**config.mk**
```make
export PLATFORM = sky130hd
export DESIGN_NAME = control_unit
export DESIGN_NICKNAME = d
export VERILOG_FILES = /design/src/rtl/cpu_ctrl_pkg.sv /design/src/rtl/control_decode.sv /design/src/rtl/control_unit.sv
export SDC_FILE = /design/constraint.sdc
export NUM_CORES = 1
export LEC_CHECK = 0
export CAP_MARGIN = 15
export CORE_ASPECT_RATIO = 0.8
export CORE_MARGIN = 4
export CORE_UTILIZATION = 40
export DETAILED_ROUTE_END_ITERATION = 6
export PLACE_DENSITY = 0.77
export SYNTH_ARGS = -nofsm -noshare
export SYNTH_HDL_FRONTEND = slang
export SYNTH_HIERARCHICAL = 1
export SYNTH_SLANG_ARGS = --single-unit
export TNS_END_PERCENT = 10
```
**constraint.sdc**
```tcl
create_clock -name clock -period 2.4 [get_ports clock]
set_input_delay 0.6 -clock clock [delete_from_list [all_inputs] [get_ports clock]]
set_output_delay 0.6 -clock clock [all_outputs]
set_load 0.01 [all_outputs]
```
**src/rtl/cpu_ctrl_pkg.sv**
```systemverilog
// Shared opcode map, opcode classes, sequencer states and strobe bundle.
package cpu_ctrl_pkg;

  localparam logic [4:0] OP_LD        = 5'b00000;
  localparam logic [4:0] OP_LDI       = 5'b00001;
  localparam logic [4:0] OP_ST        = 5'b00010;
  localparam logic [4:0] OP_ALU_FIRST = 5'b00011;
  localparam logic [4:0] OP_ALU_LAST  = 5'b01100;
  localparam logic [4:0] OP_IMM_FIRST = 5'b01101;
  localparam logic [4:0] OP_IMM_LAST  = 5'b01111;
  localparam logic [4:0] OP_MUL       = 5'b10000;
  localparam logic [4:0] OP_DIV       = 5'b10001;
  localparam logic [4:0] OP_NOP       = 5'b11010;
  localparam logic [4:0] OP_HALT      = 5'b11011;

  typedef enum logic [3:0] {
    IDLE, F0, F1, F2, T3, T4, T5, T6, T7, HALT
  } state_t;

  typedef enum logic [3:0] {
    CLS_LD, CLS_LDI, CLS_ST, CLS_ALU, CLS_IMM, CLS_MULDIV,
    CLS_NOP, CLS_HALT, CLS_ILLEGAL
  } opClass_t;

  typedef struct packed {
    logic pcOut;   logic pcIn;    logic incPc;   logic irIn;
    logic marIn;   logic mdrIn;   logic mdrOut;  logic mdrRead;
    logic ramWrite;
    logic gra;     logic grb;     logic grc;     logic rIn;
    logic rOut;    logic baOut;   logic rcOut;
    logic ryIn;    logic rzInLo;  logic rzInHi;  logic rzOutLo;
    logic rzOutHi; logic hiIn;    logic loIn;
  } ctrl_t;

  function automatic opClass_t decodeClass(input logic [4:0] op);
    opClass_t cls;
    if (op == OP_LD)                                cls = CLS_LD;
    else if (op == OP_LDI)                          cls = CLS_LDI;
    else if (op == OP_ST)                           cls = CLS_ST;
    else if (op >= OP_ALU_FIRST && op <= OP_ALU_LAST) cls = CLS_ALU;
    else if (op >= OP_IMM_FIRST && op <= OP_IMM_LAST) cls = CLS_IMM;
    else if (op == OP_MUL || op == OP_DIV)          cls = CLS_MULDIV;
    else if (op == OP_NOP)                          cls = CLS_NOP;
    else if (op == OP_HALT)                         cls = CLS_HALT;
    else                                            cls = CLS_ILLEGAL;
    return cls;
  endfunction

endpackage

```
**src/rtl/control_decode.sv**
```systemverilog
// Combinational strobe decode from sequencer state and current opcode.
module control_decode
  import cpu_ctrl_pkg::*;
(
  input  state_t     state,
  input  logic [4:0] irOp,
  output ctrl_t      ctrl,
  output logic       lastStep,
  output logic       haltStep,
  output logic       illegalStep
);

  opClass_t cls;
  assign cls = decodeClass(irOp);

  // Strobes per step; opcode class only matters in T3-T7
  always_comb begin
    ctrl        = '0;
    lastStep    = 1'b0;
    haltStep    = 1'b0;
    illegalStep = 1'b0;
    case (state)
      F0: begin ctrl.pcOut = 1'b1; ctrl.marIn = 1'b1; ctrl.incPc = 1'b1; ctrl.rzInLo = 1'b1; end
      F1: begin ctrl.rzOutLo = 1'b1; ctrl.pcIn = 1'b1; ctrl.mdrRead = 1'b1; ctrl.mdrIn = 1'b1; end
      F2: begin ctrl.mdrOut = 1'b1; ctrl.irIn = 1'b1; end
      T3: case (cls)
        CLS_ALU, CLS_IMM: begin ctrl.grb = 1'b1; ctrl.rOut = 1'b1; ctrl.ryIn = 1'b1; end
        CLS_LDI, CLS_LD, CLS_ST: begin ctrl.grb = 1'b1; ctrl.baOut = 1'b1; ctrl.ryIn = 1'b1; end
        CLS_MULDIV: begin ctrl.gra = 1'b1; ctrl.rOut = 1'b1; ctrl.ryIn = 1'b1; end
        CLS_HALT: haltStep = 1'b1;
        CLS_ILLEGAL: begin lastStep = 1'b1; illegalStep = 1'b1; end
        default: lastStep = 1'b1;
      endcase
      T4: case (cls)
        CLS_ALU: begin ctrl.grc = 1'b1; ctrl.rOut = 1'b1; ctrl.rzInLo = 1'b1; ctrl.rzInHi = 1'b1; end
        CLS_IMM, CLS_LDI, CLS_LD, CLS_ST: begin ctrl.rcOut = 1'b1; ctrl.rzInLo = 1'b1; end
        CLS_MULDIV: begin ctrl.grb = 1'b1; ctrl.rOut = 1'b1; ctrl.rzInLo = 1'b1; ctrl.rzInHi = 1'b1; end
        default: ;
      endcase
      T5: case (cls)
        CLS_ALU, CLS_IMM, CLS_LDI: begin
          ctrl.rzOutLo = 1'b1; ctrl.gra = 1'b1; ctrl.rIn = 1'b1; lastStep = 1'b1;
        end
        CLS_LD, CLS_ST: begin ctrl.rzOutLo = 1'b1; ctrl.marIn = 1'b1; end
        CLS_MULDIV: begin ctrl.rzOutLo = 1'b1; ctrl.loIn = 1'b1; end
        default: ;
      endcase
      T6: case (cls)
        CLS_LD: begin ctrl.mdrRead = 1'b1; ctrl.mdrIn = 1'b1; end
        CLS_ST: begin ctrl.gra = 1'b1; ctrl.rOut = 1'b1; ctrl.mdrIn = 1'b1; end
        CLS_MULDIV: begin ctrl.rzOutHi = 1'b1; ctrl.hiIn = 1'b1; lastStep = 1'b1; end
        default: ;
      endcase
      T7: case (cls)
        CLS_LD: begin ctrl.mdrOut = 1'b1; ctrl.gra = 1'b1; ctrl.rIn = 1'b1; lastStep = 1'b1; end
        CLS_ST: begin ctrl.ramWrite = 1'b1; lastStep = 1'b1; end
        default: ;
      endcase
      default: ;
    endcase
  end

endmodule

```
**src/rtl/control_unit.sv**
```systemverilog
// Hardwired CPU sequencer: state register, retired counter, illegal/halt status.
module control_unit
  import cpu_ctrl_pkg::*;
(
  input  logic        clock,
  input  logic        clear,
  input  logic        start,
  input  logic [4:0]  ir_op,
  output logic        PCout, PCin, IncPC, IRin, MARin, MDRin, MDRout, MDRread, RAMwrite,
  output logic        Gra, Grb, Grc, Rin, Rout, BAout, RCout,
  output logic        RYin, RZinLo, RZinHi, RZoutLo, RZoutHi, HIin, LOin,
  output logic        run,
  output logic        halted,
  output logic        instr_done,
  output logic        illegal,
  output logic [15:0] retired
);

  state_t      stateQ, stateD;
  ctrl_t       ctrl;
  logic        lastStep, haltStep, illegalStep;
  logic        illegalQ;
  logic [15:0] retiredQ;

  control_decode uDecode (
    .state       (stateQ),
    .irOp        (ir_op),
    .ctrl        (ctrl),
    .lastStep    (lastStep),
    .haltStep    (haltStep),
    .illegalStep (illegalStep)
  );

  // Next-state sequencing; start only steers transitions, never strobes
  always_comb begin
    stateD = stateQ;
    case (stateQ)
      IDLE: if (start) stateD = F0;
      F0:   stateD = F1;
      F1:   stateD = F2;
      F2:   stateD = T3;
      T3, T4, T5, T6, T7: begin
        if (haltStep)      stateD = HALT;
        else if (lastStep) stateD = start ? F0 : IDLE;
        else begin
          case (stateQ)
            T3:      stateD = T4;
            T4:      stateD = T5;
            T5:      stateD = T6;
            T6:      stateD = T7;
            default: stateD = IDLE;
          endcase
        end
      end
      HALT:    stateD = HALT;
      default: stateD = IDLE;
    endcase
  end

  // State register, retired counter and sticky illegal flag
  always_ff @(posedge clock or posedge clear) begin
    if (clear) begin
      stateQ   <= IDLE;
      retiredQ <= '0;
      illegalQ <= 1'b0;
    end else begin
      stateQ <= stateD;
      if (lastStep)    retiredQ <= retiredQ + 16'd1;
      if (illegalStep) illegalQ <= 1'b1;
    end
  end

  assign PCout      = ctrl.pcOut;
  assign PCin       = ctrl.pcIn;
  assign IncPC      = ctrl.incPc;
  assign IRin       = ctrl.irIn;
  assign MARin      = ctrl.marIn;
  assign MDRin      = ctrl.mdrIn;
  assign MDRout     = ctrl.mdrOut;
  assign MDRread    = ctrl.mdrRead;
  assign RAMwrite   = ctrl.ramWrite;
  assign Gra        = ctrl.gra;
  assign Grb        = ctrl.grb;
  assign Grc        = ctrl.grc;
  assign Rin        = ctrl.rIn;
  assign Rout       = ctrl.rOut;
  assign BAout      = ctrl.baOut;
  assign RCout      = ctrl.rcOut;
  assign RYin       = ctrl.ryIn;
  assign RZinLo     = ctrl.rzInLo;
  assign RZinHi     = ctrl.rzInHi;
  assign RZoutLo    = ctrl.rzOutLo;
  assign RZoutHi    = ctrl.rzOutHi;
  assign HIin       = ctrl.hiIn;
  assign LOin       = ctrl.loIn;
  assign run        = (stateQ != IDLE) && (stateQ != HALT);
  assign halted     = (stateQ == HALT);
  assign instr_done = lastStep;
  assign illegal    = illegalQ;
  assign retired    = retiredQ;

endmodule
```
==> Flow_metrics.wiki, run 1 <==
{| class="wikitable"
! Metric !! Value
|-
| # Max-Cap Violations || 0
|-
| Synthesized netlist cell count || approximately 150
|-
| Number of filler cells placed in the layout || 253
|-
| Yosys warning total || 6
|-
| Maximum clock rate || between 0.3 and 0.4 GHz
|-
| Setup clock skew after layout || about 5.8 ps
|-
| Count of final hold-check violations || 0
|-
| Starting density of the core || 0.413
|-
| ANT nets after route || 0
|-
| HPWL after detailed placement || 3370 um
|-
| Global-route usage over all layers || 0.208
|-
| Drt wl/cell || around 16 um
|-
| Endpoint of the worst hold path || retired[15]
|-
| Setup-failing EPs final || 21
|-
| DRC || 0
|-
| Nets in the synthesized netlist || 161
|-
| DRT Wirelength || 4610 um
|-
| Area of the mapped netlist || 0.00141 mm^2
|-
| Portion of the post-synthesis area used by sequential elements || 0.372
|-
| Top flip-flop cell by instance count after synthesis || sky130_fd_sc_hd__dfrtp_1
|-
| Worst Hold Margin || 470 ps
|-
| Depth of the most critical reg-to-reg path || 8
|-
| Sort of element at the end of the critical path || output pin
|-
| CTS H-tree lvls || 1
|-
| TritonCTS Buffers || 3
|-
| Global-route congestion overflow total || 0
|-
| Antenna diode count || 0
|-
| Worst reg2reg endpoint || retired[8]
|-
| Overall die width || 74.4 um
|-
| Clock net sink count || 21
|-
| Reported leakage power || ~0.0011 uW
|-
| Synthesis-stage register bit count || 21
|-
| Max stage delay cell, worst path || sky130_fd_sc_hd__or4b_4
|-
| Maximum number of pins on one net before global-route repair || 22
|-
| Class of the tightest hold or removal check || flop to flop
|-
| Critical Path, Cell by Cell || or4b_4, or4_4, o2111ai_4, buf_6
|-
| Startpoint Class || flop
|-
| Number of cells on the worst hold path || 1
|-
| Unrepaired setup endpoints after global routing || yes
|-
| Synthesis-to-layout area growth || 68.4%
|-
| Fin worst setup slack || -264 ps
|-
| Worst Path Buf+Inv || 1
|-
| Count of nets after finishing || about 250
|-
| Weighted congestion at the end of routability-driven global placement || slightly above 0.8
|-
| Clock buffer depth || 2
|-
| Vias per Instance || 5.41
|-
| Final worst-path cycle share || 1.11
|-
| Number of global-route vias before repair || 1501
|-
| Largest fanout of any net on the critical path || 3
|-
| Fin area || 0.00238 mm^2
|-
| Total power density per cell area || between 700 and 800 mW/mm^2
|-
| Violated checks || negative setup slack
|-
| Number of synthesized flops with an enable pin || 0
|-
| Wire length of the first global-routing pass || between 7000 and 8000 um
|-
| Root buf cell || sky130_fd_sc_hd__clkbuf_8
|-
| Worst reg2reg startpoint || stateQ[3]
|-
| Core Footprint || between 0.003 and 0.004 mm^2
|-
| Worst vdd rail ir drop || around 0.0009 V
|-
| Overall die area || roughly 0.0046 mm^2
|-
| Worst endpoint required time || 1800 ps
|-
| Outcome || finished, violations left
|-
| Boundary Pins || 51
|-
| Initial antenna violation count || 0
|-
| Iter 0 DRT Violations || 91
|-
| Number of port buffers || 50
|-
| Clock period minus worst slack || 2660 ps
|-
| Most frequent standard cell in the layout excluding fill and tap cells || sky130_fd_sc_hd__buf_4
|-
| Reg-to-reg slack, setup || -200 ps
|-
| Worst max-slew margin expressed relative to the limit || 0.771
|-
| Worst hold start || retired[15]
|-
| Rows || 19
|-
| Clock tree from TritonCTS || done
|-
| Syn avg cell area || 9.29 um^2
|-
| Fraction of layout instances using a drive strength above 1 || 0.421
|-
| Critical path's top delay family || simple AND/OR/NAND/NOR gates
|-
| Largest stage delay on the critical path || about 570 ps
|-
| Total vias in the final route || approximately 1500
|-
| Slew @ Worst Pin || 339 ps
|-
| Die height || between 60 and 70 um
|-
| Critical path type || flop to output pin
|-
| Total count of max-transition violations in the final report || 0
|-
| Fraction of registers with async set/reset || 1.00
|-
| First-pass detailed-route iteration total || 4
|-
| CTS Hold Bufs || 0
|-
| Clock transition time at the flip-flop clock pins of the worst setup and hold paths || roughly 80 ps
|-
| Arrival time reported for the critical path endpoint || roughly 2000 ps
|-
| Clock insertion delay at the later pin of the skew report || approximately 260 ps
|-
| Leading cell types in the layout, fill and taps excluded || sky130_fd_sc_hd__buf_4, sky130_fd_sc_hd__clkdlybuf4s50_1, sky130_fd_sc_hd__dfrtp_1
|-
| Dpl cell area || approximately 0.0022 mm^2
|-
| Number of distinct library cell variants in the gate-level netlist after synthesis || 47
|}
==> worst max-delay path by stage <==
stage,start,end,depth (start not counted)
after floorplan,stateQ[1],retired[7],10
after global placement,ir_op[3],instr_done,6
after detailed placement,ir_op[4],Gra,8
after CTS,stateQ[3],instr_done,4
after global routing,stateQ[3],instr_done,4
final,stateQ[3],instr_done,4
==> worst reg2reg max path, cell delays in order (launching register included) <==
cell and delay (ps):
sky130_fd_sc_hd__dfrtp_1 390, sky130_fd_sc_hd__or4b_4 570, sky130_fd_sc_hd__or4_4 470, sky130_fd_sc_hd__o2111ai_4 240, sky130_fd_sc_hd__buf_6 200, sky130_fd_sc_hd__and4_1 220
sky130_fd_sc_hd__nand3_1 130, sky130_fd_sc_hd__nor2_1 140, sky130_fd_sc_hd__xor2_1 160
==> final cells by class <==
type | instances | area, um^2 | area share
Inverter | 6 | 22.5 | 0.00947
Clock inverter | 1 | 5.00 | 0.00210
Timing Repair Buffer | 94 | 792 | 0.333
Multi-Input combinational cell | 117 | 940 | 0.395
Clock buffer | 3 | 41.3 | 0.0174
Sequential cell | 21 | 526 | 0.221
Tap cell | 42 | 52.6 | 0.0221
==> through the flow <==
step                cells  setup TNS, ps   util  total power, uW  setup WS [ps]
floorplan             152          -2580      -             1110           -288
CTS                   283          -3230  0.674             1860           -260
finish                284          -2810  0.695             1890           -264
global placement      275         -23470  0.651             1620           -862
global route          284          -5070  0.695             2010           -325
detailed placement    275         -26510  0.651             1660           -923
==> metal layers <==
layer,global-route usage,vias to the layer above,share of wire
met2,0.368,34,0.54
met5,0,-,0
li1,-,732,-
met1,0.264,762,0.41
met4,0.0457,0,0.016
met3,0.0424,9,0.036
==> report_power, final <==
group / total [uW] / switching [uW] / internal (uW)
sequential: 512 / 84.0 / 428
combinational: 1150 / 575 / 577
clock: 228 / 112 / 116
total: 1890 / 771 / 1120
==> flip-flops by register name (all words and copies together), names as in the netlist <==
signal	flops
illegal	1
retired	16
stateQ	4
==> cell usage after synthesis, types with 2 or more instances <==
| master | instances | area share |
|---|---|---|
| sky130_fd_sc_hd__dfrtp_1 | 21 | 0.37 |
| sky130_fd_sc_hd__nor2_1 | 20 | 0.053 |
| sky130_fd_sc_hd__xnor2_1 | 11 | 0.068 |
| sky130_fd_sc_hd__nand2_1 | 10 | 0.027 |
| sky130_fd_sc_hd__nand3_1 | 7 | 0.025 |
| sky130_fd_sc_hd__nand4_1 | 7 | 0.031 |
| sky130_fd_sc_hd__inv_1 | 6 | 0.016 |
| sky130_fd_sc_hd__xor2_1 | 6 | 0.037 |
| sky130_fd_sc_hd__nor3_1 | 5 | 0.018 |
| sky130_fd_sc_hd__o21ai_0 | 5 | 0.018 |
| sky130_fd_sc_hd__nor4_1 | 4 | 0.018 |
| sky130_fd_sc_hd__buf_4 | 3 | 0.016 |
| sky130_fd_sc_hd__buf_6 | 3 | 0.024 |
| sky130_fd_sc_hd__or3_1 | 3 | 0.013 |
| sky130_fd_sc_hd__a211oi_1 | 2 | 0.011 |
| sky130_fd_sc_hd__and4_1 | 2 | 0.012 |
| sky130_fd_sc_hd__buf_2 | 2 | 0.0071 |
| sky130_fd_sc_hd__nor4b_1 | 2 | 0.012 |
| sky130_fd_sc_hd__o211ai_1 | 2 | 0.011 |
| sky130_fd_sc_hd__o21bai_1 | 2 | 0.011 |
| sky130_fd_sc_hd__or2_2 | 2 | 0.0089 |
| sky130_fd_sc_hd__or4b_4 | 2 | 0.019 |
==> cell families (layout without fill, tap and decap cells) <==
kind of cell,after synthesis,after routing,share of synthesized area
AO/OA/AOI/OAI,21,21,0.115
XOR/XNOR,17,17,0.105
adder cells (fa/ha/maj),1,1,0.00886
buffers and inverters,14,104,0.0629
flip-flops,21,21,0.372
multiplexers,1,1,0.00797
AND/OR/NAND/NOR,77,77,0.328
==> what timing repair did <==
action                     in CTS  in global routing
setup buffers                   4                  1
setup endpoints to repair      42                 35
pin swaps                       6                  2
gates resized for setup       112                 22
Power figures use the tool's default switching activity.
==> run 2: changes to the inputs <==
- CORE_UTILIZATION: 40 -> 35
- PLACE_DENSITY: 0.77 -> 0.69
==> Flow_metrics.wiki, run 2 (synthesized netlist as in run 1, its figures left out) <==
{| class="wikitable"
! Metric !! Value
|-
| First-pass detailed-route iteration total || 4 (unchanged)
|-
| Dpl cell area || 0.00220 mm^2 (was 0.00223 mm^2)
|-
| ANT nets after route || 0 (unchanged)
|-
| Internal power || 1100 uW (was 1120 uW)
|-
| Depth of the most critical reg-to-reg path || 9 (was 8)
|-
| Rows || 20 (was 19)
|-
| Number of port buffers || 50 (unchanged)
|-
| Critical path type || flop to output pin (unchanged)
|-
| DRC || 0 (unchanged)
|-
| Clock transition time at the flip-flop clock pins of the worst setup and hold paths || 70 ps (was 80 ps)
|-
| Core Footprint || 0.00385 mm^2 (was 0.00342 mm^2)
|-
| # Max-Cap Violations || 0 (unchanged)
|-
| Worst Setup EP || instr_done (unchanged)
|-
| TritonCTS Buffers || 3 (unchanged)
|-
| Largest fanout of any net on the critical path || 3 (unchanged)
|-
| Iter 0 DRT Violations || 74 (was 91)
|-
| Class of the tightest hold or removal check || flop to flop (unchanged)
|-
| HPWL after detailed placement || 3220 um (was 3370 um)
|-
| DP Worst Slack || -931 ps (was -923 ps)
|-
| Number of global-route vias before repair || 1396 (was 1501)
|-
| Starting density of the core || 0.367 (was 0.413)
|-
| Maximum number of pins on one net before global-route repair || 22 (unchanged)
|-
| Die height || 64.8 um (was 61.2 um)
|-
| Final worst-path cycle share || 1.09 (was 1.11)
|-
| Max FFs per register || 16 (unchanged)
|-
| Worst reg2reg startpoint || stateQ[3] (unchanged)
|-
| Largest stage delay on the critical path || 560 ps (was 570 ps)
|-
| Violated checks || negative setup slack (unchanged)
|-
| Fraction of layout instances using a drive strength above 1 || 0.407 (was 0.421)
|-
| Most frequent standard cell in the layout excluding fill and tap cells || sky130_fd_sc_hd__buf_4 (unchanged)
|-
| Sort of element at the end of the critical path || output pin (unchanged)
|-
| Clock buffer depth || 2 (unchanged)
|-
| Leading cell types in the layout, fill and taps excluded || sky130_fd_sc_hd__buf_4, sky130_fd_sc_hd__clkdlybuf4s50_1, sky130_fd_sc_hd__dfrtp_1 (unchanged)
|-
| Synthesis-to-layout area growth || 67.1% (was 68.4%)
|-
| Setup-failing EPs final || 12 (was 21)
|-
| Weighted congestion at the end of routability-driven global placement || 0.793 (was 0.809)
|-
| Initial antenna violation count || 0 (unchanged)
|-
| Worst max-slew margin expressed relative to the limit || 0.805 (was 0.771)
|-
| Slew @ Worst Pin || 292 ps (was 339 ps)
|-
| Max stage delay cell, worst path || sky130_fd_sc_hd__or4b_4 (unchanged)
|-
| Clock net sink count || 21 (unchanged)
|-
| Fin area || 0.00236 mm^2 (was 0.00238 mm^2)
|-
| Number of filler cells placed in the layout || 345 (was 253)
|-
| Global-route usage over all layers || 0.166 (was 0.208)
|-
| Share of power burned in registers || 0.275 (was 0.271)
|-
| Total count of max-transition violations in the final report || 0 (unchanged)
|-
| Critical Path, Cell by Cell || or4b_4, or4_4, o2111ai_4, buf_2 (was or4b_4, or4_4, o2111ai_4, buf_6)
|-
| Reported leakage power || 0.00110 uW (was 0.00113 uW)
|-
| Clock tree from TritonCTS || done (unchanged)
|-
| Net switching component of the power || 749 uW (was 771 uW)
|-
| CTS H-tree lvls || 1 (unchanged)
|-
| Boundary Pins || 51 (unchanged)
|-
| Reg-to-reg slack, setup || -190 ps (was -200 ps)
|-
| Number of cells on the worst hold path || 1 (unchanged)
|-
| Wire length of the first global-routing pass || 6890 um (was 7290 um)
|-
| Vias per Instance || 5.00 (was 5.41)
|-
| Final core utilization || 0.613 (was 0.695)
|-
| Arrival time reported for the critical path endpoint || 2030 ps (was 2060 ps)
|-
| Root buf cell || sky130_fd_sc_hd__clkbuf_8 (unchanged)
|-
| Sw Ratio || 0.405 (was 0.408)
|-
| Count of nets after finishing || 246 (was 252)
|-
| Drt wl/cell || 14.2 um (was 16.2 um)
|-
| Total power density per cell area || 783 mW/mm^2 (was 795 mW/mm^2)
|-
| Worst vdd rail ir drop || 0.000689 V (was 0.000902 V)
|-
| Outcome || finished, violations left (unchanged)
|-
| Global-route congestion overflow total || 0 (unchanged)
|-
| Total vias in the final route || 1455 (was 1537)
|-
| DRT Wirelength || 4150 um (was 4610 um)
|-
| Overall die area || 0.00512 mm^2 (was 0.00455 mm^2)
|-
| Maximum clock rate || 0.381 GHz (was 0.375 GHz)
|-
| Clock insertion delay at the later pin of the skew report || 250 ps (was 260 ps)
|-
| Start point of the critical path || stateQ[3] (unchanged)
|-
| Part of the power in the clock network || 0.120 (about the same)
|-
| Relative contribution of combinational cells to total power || 0.605 (was 0.609)
|-
| Worst endpoint required time || 1800 ps (about the same)
|-
| Worst reg2reg endpoint || retired[11] (was retired[8])
|-
| Antenna diode count || 0 (unchanged)
|-
| Startpoint Class || flop (unchanged)
|-
| Clock period minus worst slack || 2630 ps (was 2660 ps)
|-
| Unrepaired setup endpoints after global routing || yes (unchanged)
|-
| Overall die width || 79.0 um (was 74.4 um)
|-
| Setup clock skew after layout || 3.12 ps (was 5.82 ps)
|-
| Fin worst setup slack || -227 ps (was -264 ps)
|-
| Count of final hold-check violations || 0 (unchanged)
|}
[run 2: layer usage]
metal | routed length, um | up-vias | track usage
met5 | 0 | - | 0
met4 | 43 | 0 | 0.0300
met3 | 131 | 6 | 0.0306
met2 | 2140 | 25 | 0.290
met1 | 1830 | 710 | 0.217
li1 | - | 714 | -
[run 2: power groups by stage]
stage / registers (uW) / clock network (uW) / logic (uW)
CTS: 507 / 226 / 1100
global route: 517 / 246 / 1210
floorplan: 573 / 0 / 534
detailed placement: 512 / 0 / 1100
global placement: 509 / 0 / 1080
finish: 509 / 222 / 1120
[run 2: worst min path at each step]
stage | start | end | slack [ps]
6_report | illegal | illegal | 500
5_1_grt | retired[8] | retired[8] | 520
4_1_cts | illegal | illegal | 500
3_5_place_dp | illegal | illegal | 480
3_3_place_gp | retired[15] | retired[15] | 450
2_1_floorplan | retired[15] | retired[15] | 500
[run 2: critical path: cells and delay by family (launching register included)]
kind / cells / cell delay (ps)
AND/OR/NAND/NOR: 2 / 1010
flip-flops: 1 / 370
AO/OA/AOI/OAI: 1 / 220
buffers and inverters: 1 / 170
[run 2: area by class of cell]
type	count	area, um^2	share of cell area
inverter	6	22.5	0.00954
multi-input combinational	117	950	0.402
tap	55	68.8	0.0291
timing repair buffer	88	749	0.317
clock buffer	4	45.0	0.0191
sequential	21	526	0.223
[run 2: stage by stage]
| stage | TNS (ps) | hold slack, ps | power, uW | std cells |
|---|---|---|---|---|
| after detailed placement | -26340 | 480 | 1620 | 282 |
| after CTS | -1490 | 498 | 1830 | 289 |
| after floorplan | -2580 | 499 | 1110 | 152 |
| after global placement | -24490 | 451 | 1590 | 282 |
| after global routing | -2660 | 524 | 1970 | 291 |
| final | -1330 | 499 | 1850 | 291 |
[run 2: what timing repair did]
item | CTS | global route
gates resized for setup | 108 | 21
setup buffers | 3 | 2
cloned | 0 | 0
endpoints found under the setup margin | 41 | 28
pin swaps | 13 | 4
endpoints found under the hold margin | 0 | 0
hold buffers | 0 | 0
==> run 3: changes to the inputs <==
- CORE_ASPECT_RATIO: 0.8 -> 1.2
==> Flow_metrics.wiki, run 3 (synthesized netlist as in run 1, its figures left out) <==
{| class="wikitable"
! Metric !! Value
|-
| Worst endpoint required time || 1800 ps (about the same)
|-
| Sort of element at the end of the critical path || output pin (unchanged)
|-
| CTS H-tree lvls || 1 (unchanged)
|-
| Setup-failing EPs final || 13 (was 12)
|-
| Total power density per cell area || 772 mW/mm^2 (was 783 mW/mm^2)
|-
| Reported leakage power || 0.00114 uW (was 0.00110 uW)
|-
| Top layer reached by signal wires || met4 (unchanged)
|-
| DP Worst Slack || -930 ps (was -931 ps)
|-
| Arrival time reported for the critical path endpoint || 1990 ps (was 2030 ps)
|-
| Critical path's top delay family || simple AND/OR/NAND/NOR gates (unchanged)
|-
| Wl on met1 || 1750 um (was 1830 um)
|-
| TritonCTS Buffers || 3 (unchanged)
|-
| Class of the tightest hold or removal check || flop to flop (unchanged)
|-
| Detail Route met2 WL || 2560 um (was 2140 um)
|-
| Maximum clock rate || 0.386 GHz (was 0.381 GHz)
|-
| Setup clock skew after layout || 9.59 ps (was 3.12 ps)
|-
| Antenna diode count || 0 (unchanged)
|-
| Critical Path, Cell by Cell || or4b_4, or4_4, o2111ai_4, buf_6 (was or4b_4, or4_4, o2111ai_4, buf_2)
|-
| Number of global-route vias before repair || 1511 (was 1396)
|-
| Die height || 77.6 um (was 64.8 um)
|-
| Worst Path Buf+Inv || 1 (unchanged)
|-
| Global-route usage over all layers || 0.178 (was 0.166)
|-
| Boundary Pins || 51 (unchanged)
|-
| Leading cell types in the layout, fill and taps excluded || sky130_fd_sc_hd__buf_4, sky130_fd_sc_hd__clkdlybuf4s50_1, sky130_fd_sc_hd__dfrtp_1 (unchanged)
|-
| Count of final hold-check violations || 0 (unchanged)
|-
| Vias per Instance || 5.06 (was 5.00)
|-
| Largest stage delay on the critical path || 540 ps (was 560 ps)
|-
| Fin area || 0.00242 mm^2 (was 0.00236 mm^2)
|-
| Max FFs per register || 16 (unchanged)
|-
| DRT Wirelength || 4540 um (was 4150 um)
|-
| Initial antenna violation count || 0 (unchanged)
|-
| Synthesis-to-layout area growth || 71.5% (was 67.1%)
|-
| Starting density of the core || 0.361 (was 0.367)
|-
| Overall die width || 66.0 um (was 79.0 um)
|-
| Critical path type || flop to output pin (unchanged)
|-
| Startpoint Class || flop (unchanged)
|-
| Count of nets after finishing || 253 (was 246)
|-
| DRC || 0 (unchanged)
|-
| Iter 0 DRT Violations || 80 (was 74)
|-
| First-pass detailed-route iteration total || 4 (unchanged)
|-
| Global-route congestion overflow total || 0 (unchanged)
|-
| Clock insertion delay at the later pin of the skew report || 270 ps (was 250 ps)
|-
| Weighted congestion at the end of routability-driven global placement || 0.904 (was 0.793)
|-
| Final worst-path cycle share || 1.08 (was 1.09)
|-
| Clock period minus worst slack || 2590 ps (was 2630 ps)
|-
| Maximum number of pins on one net before global-route repair || 22 (unchanged)
|-
| Drt wl/cell || 15.3 um (was 14.2 um)
|-
| Clock buffer depth || 2 (unchanged)
|-
| Total vias in the final route || 1504 (was 1455)
|-
| Worst max-slew margin expressed relative to the limit || 0.824 (was 0.805)
|-
| Most frequent standard cell in the layout excluding fill and tap cells || sky130_fd_sc_hd__buf_4 (unchanged)
|-
| Violated checks || negative setup slack (unchanged)
|-
| Final core utilization || 0.620 (was 0.613)
|-
| HPWL after detailed placement || 3340 um (was 3220 um)
|-
| Dpl cell area || 0.00224 mm^2 (was 0.00220 mm^2)
|-
| Unrepaired setup endpoints after global routing || yes (unchanged)
|-
| ANT nets after route || 0 (unchanged)
|-
| Outcome || finished, violations left (unchanged)
|-
| Root buf cell || sky130_fd_sc_hd__clkbuf_8 (unchanged)
|-
| Number of port buffers || 50 (unchanged)
|-
| Slew @ Worst Pin || 262 ps (was 292 ps)
|-
| Clock tree from TritonCTS || done (unchanged)
|-
| Overall die area || 0.00512 mm^2 (about the same)
|-
| Fin worst setup slack || -190 ps (was -227 ps)
|-
| Core Footprint || 0.00391 mm^2 (was 0.00385 mm^2)
|-
| Max stage delay cell, worst path || sky130_fd_sc_hd__or4b_4 (unchanged)
|-
| Worst vdd rail ir drop || 0.000535 V (was 0.000689 V)
|-
| Clock net sink count || 21 (unchanged)
|-
| Wire length of the first global-routing pass || 7150 um (was 6890 um)
|-
| Total count of max-transition violations in the final report || 0 (unchanged)
|-
| Length of routed met3 wiring || 138 um (was 131 um)
|-
| Largest fanout of any net on the critical path || 2 (was 3)
|-
| Rows || 25 (was 20)
|-
| Fraction of layout instances using a drive strength above 1 || 0.440 (was 0.407)
|-
| Clock transition time at the flip-flop clock pins of the worst setup and hold paths || 70 ps (about the same)
|-
| # Max-Cap Violations || 0 (unchanged)
|}
==> run 3: cell types whose count changed in the layout (fill, tap and decap cells not counted), moves of 2 or more <==
cell and delta:
sky130_fd_sc_hd__clkbuf_2 -3, sky130_fd_sc_hd__dlygate4sd2_1 -3, sky130_fd_sc_hd__buf_2 +2, sky130_fd_sc_hd__nor2_2 -2, sky130_fd_sc_hd__buf_4 +8, sky130_fd_sc_hd__buf_8 +2
==> run 3: area by class of cell <==
type                            count  area (um^2)
Sequential cell                    21          526
Tap cell                           54         67.6
Fill cell                         326         1490
Inverter                            6         22.5
Clock inverter                      1         7.51
Timing Repair Buffer               95          806
Multi-Input combinational cell    117          952
Clock buffer                        3         41.3
==> run 3: path summary, 6_finish.rpt <==
path,slack (ps),startpoint,end,cells after the start
worst max-delay path,-190,stateQ[1],instr_done,4
worst min-delay path,500,retired[15],retired[15],1
worst max register to register,-140,stateQ[1],retired[15],8
worst min register to register,500,retired[15],retired[15],1
max in group asynchronous,1520,clear,stateQ[1],3
min in group asynchronous,660,clear,stateQ[3],3
==> run 3: stage by stage <==
stage	std cells	power (uW)	setup TNS [ps]	hold WS, ps
3_5_place_dp	286	1640	-27270	494
5_1_grt	297	2010	-2930	517
4_1_cts	294	1850	-1380	510
3_3_place_gp	286	1600	-25200	451
6_report	297	1870	-913	500
2_1_floorplan	152	1110	-2580	499
==> run 3: timing repair <==
item / 4_1_cts / 5_1_grt
hold buffers: 0 / 0
endpoints found under the setup margin: 41 / 34
buffers inserted: 4 / 3
gates resized for setup: 113 / 33
pin swaps: 10 / 10
==> run 3: power breakdown <==
group,internal [uW],total (uW),switching [uW]
Clock,117,238,121
Combinational,566,1130,561
Sequential,428,506,78.2
Total,1110,1870,760
==> run 3: routing by layer <==
layer,vias to the layer above,global-route usage
met1,729,0.192
met2,36,0.346
li1,731,-
met4,0,0.0447
met3,8,0.0318
met5,-,0
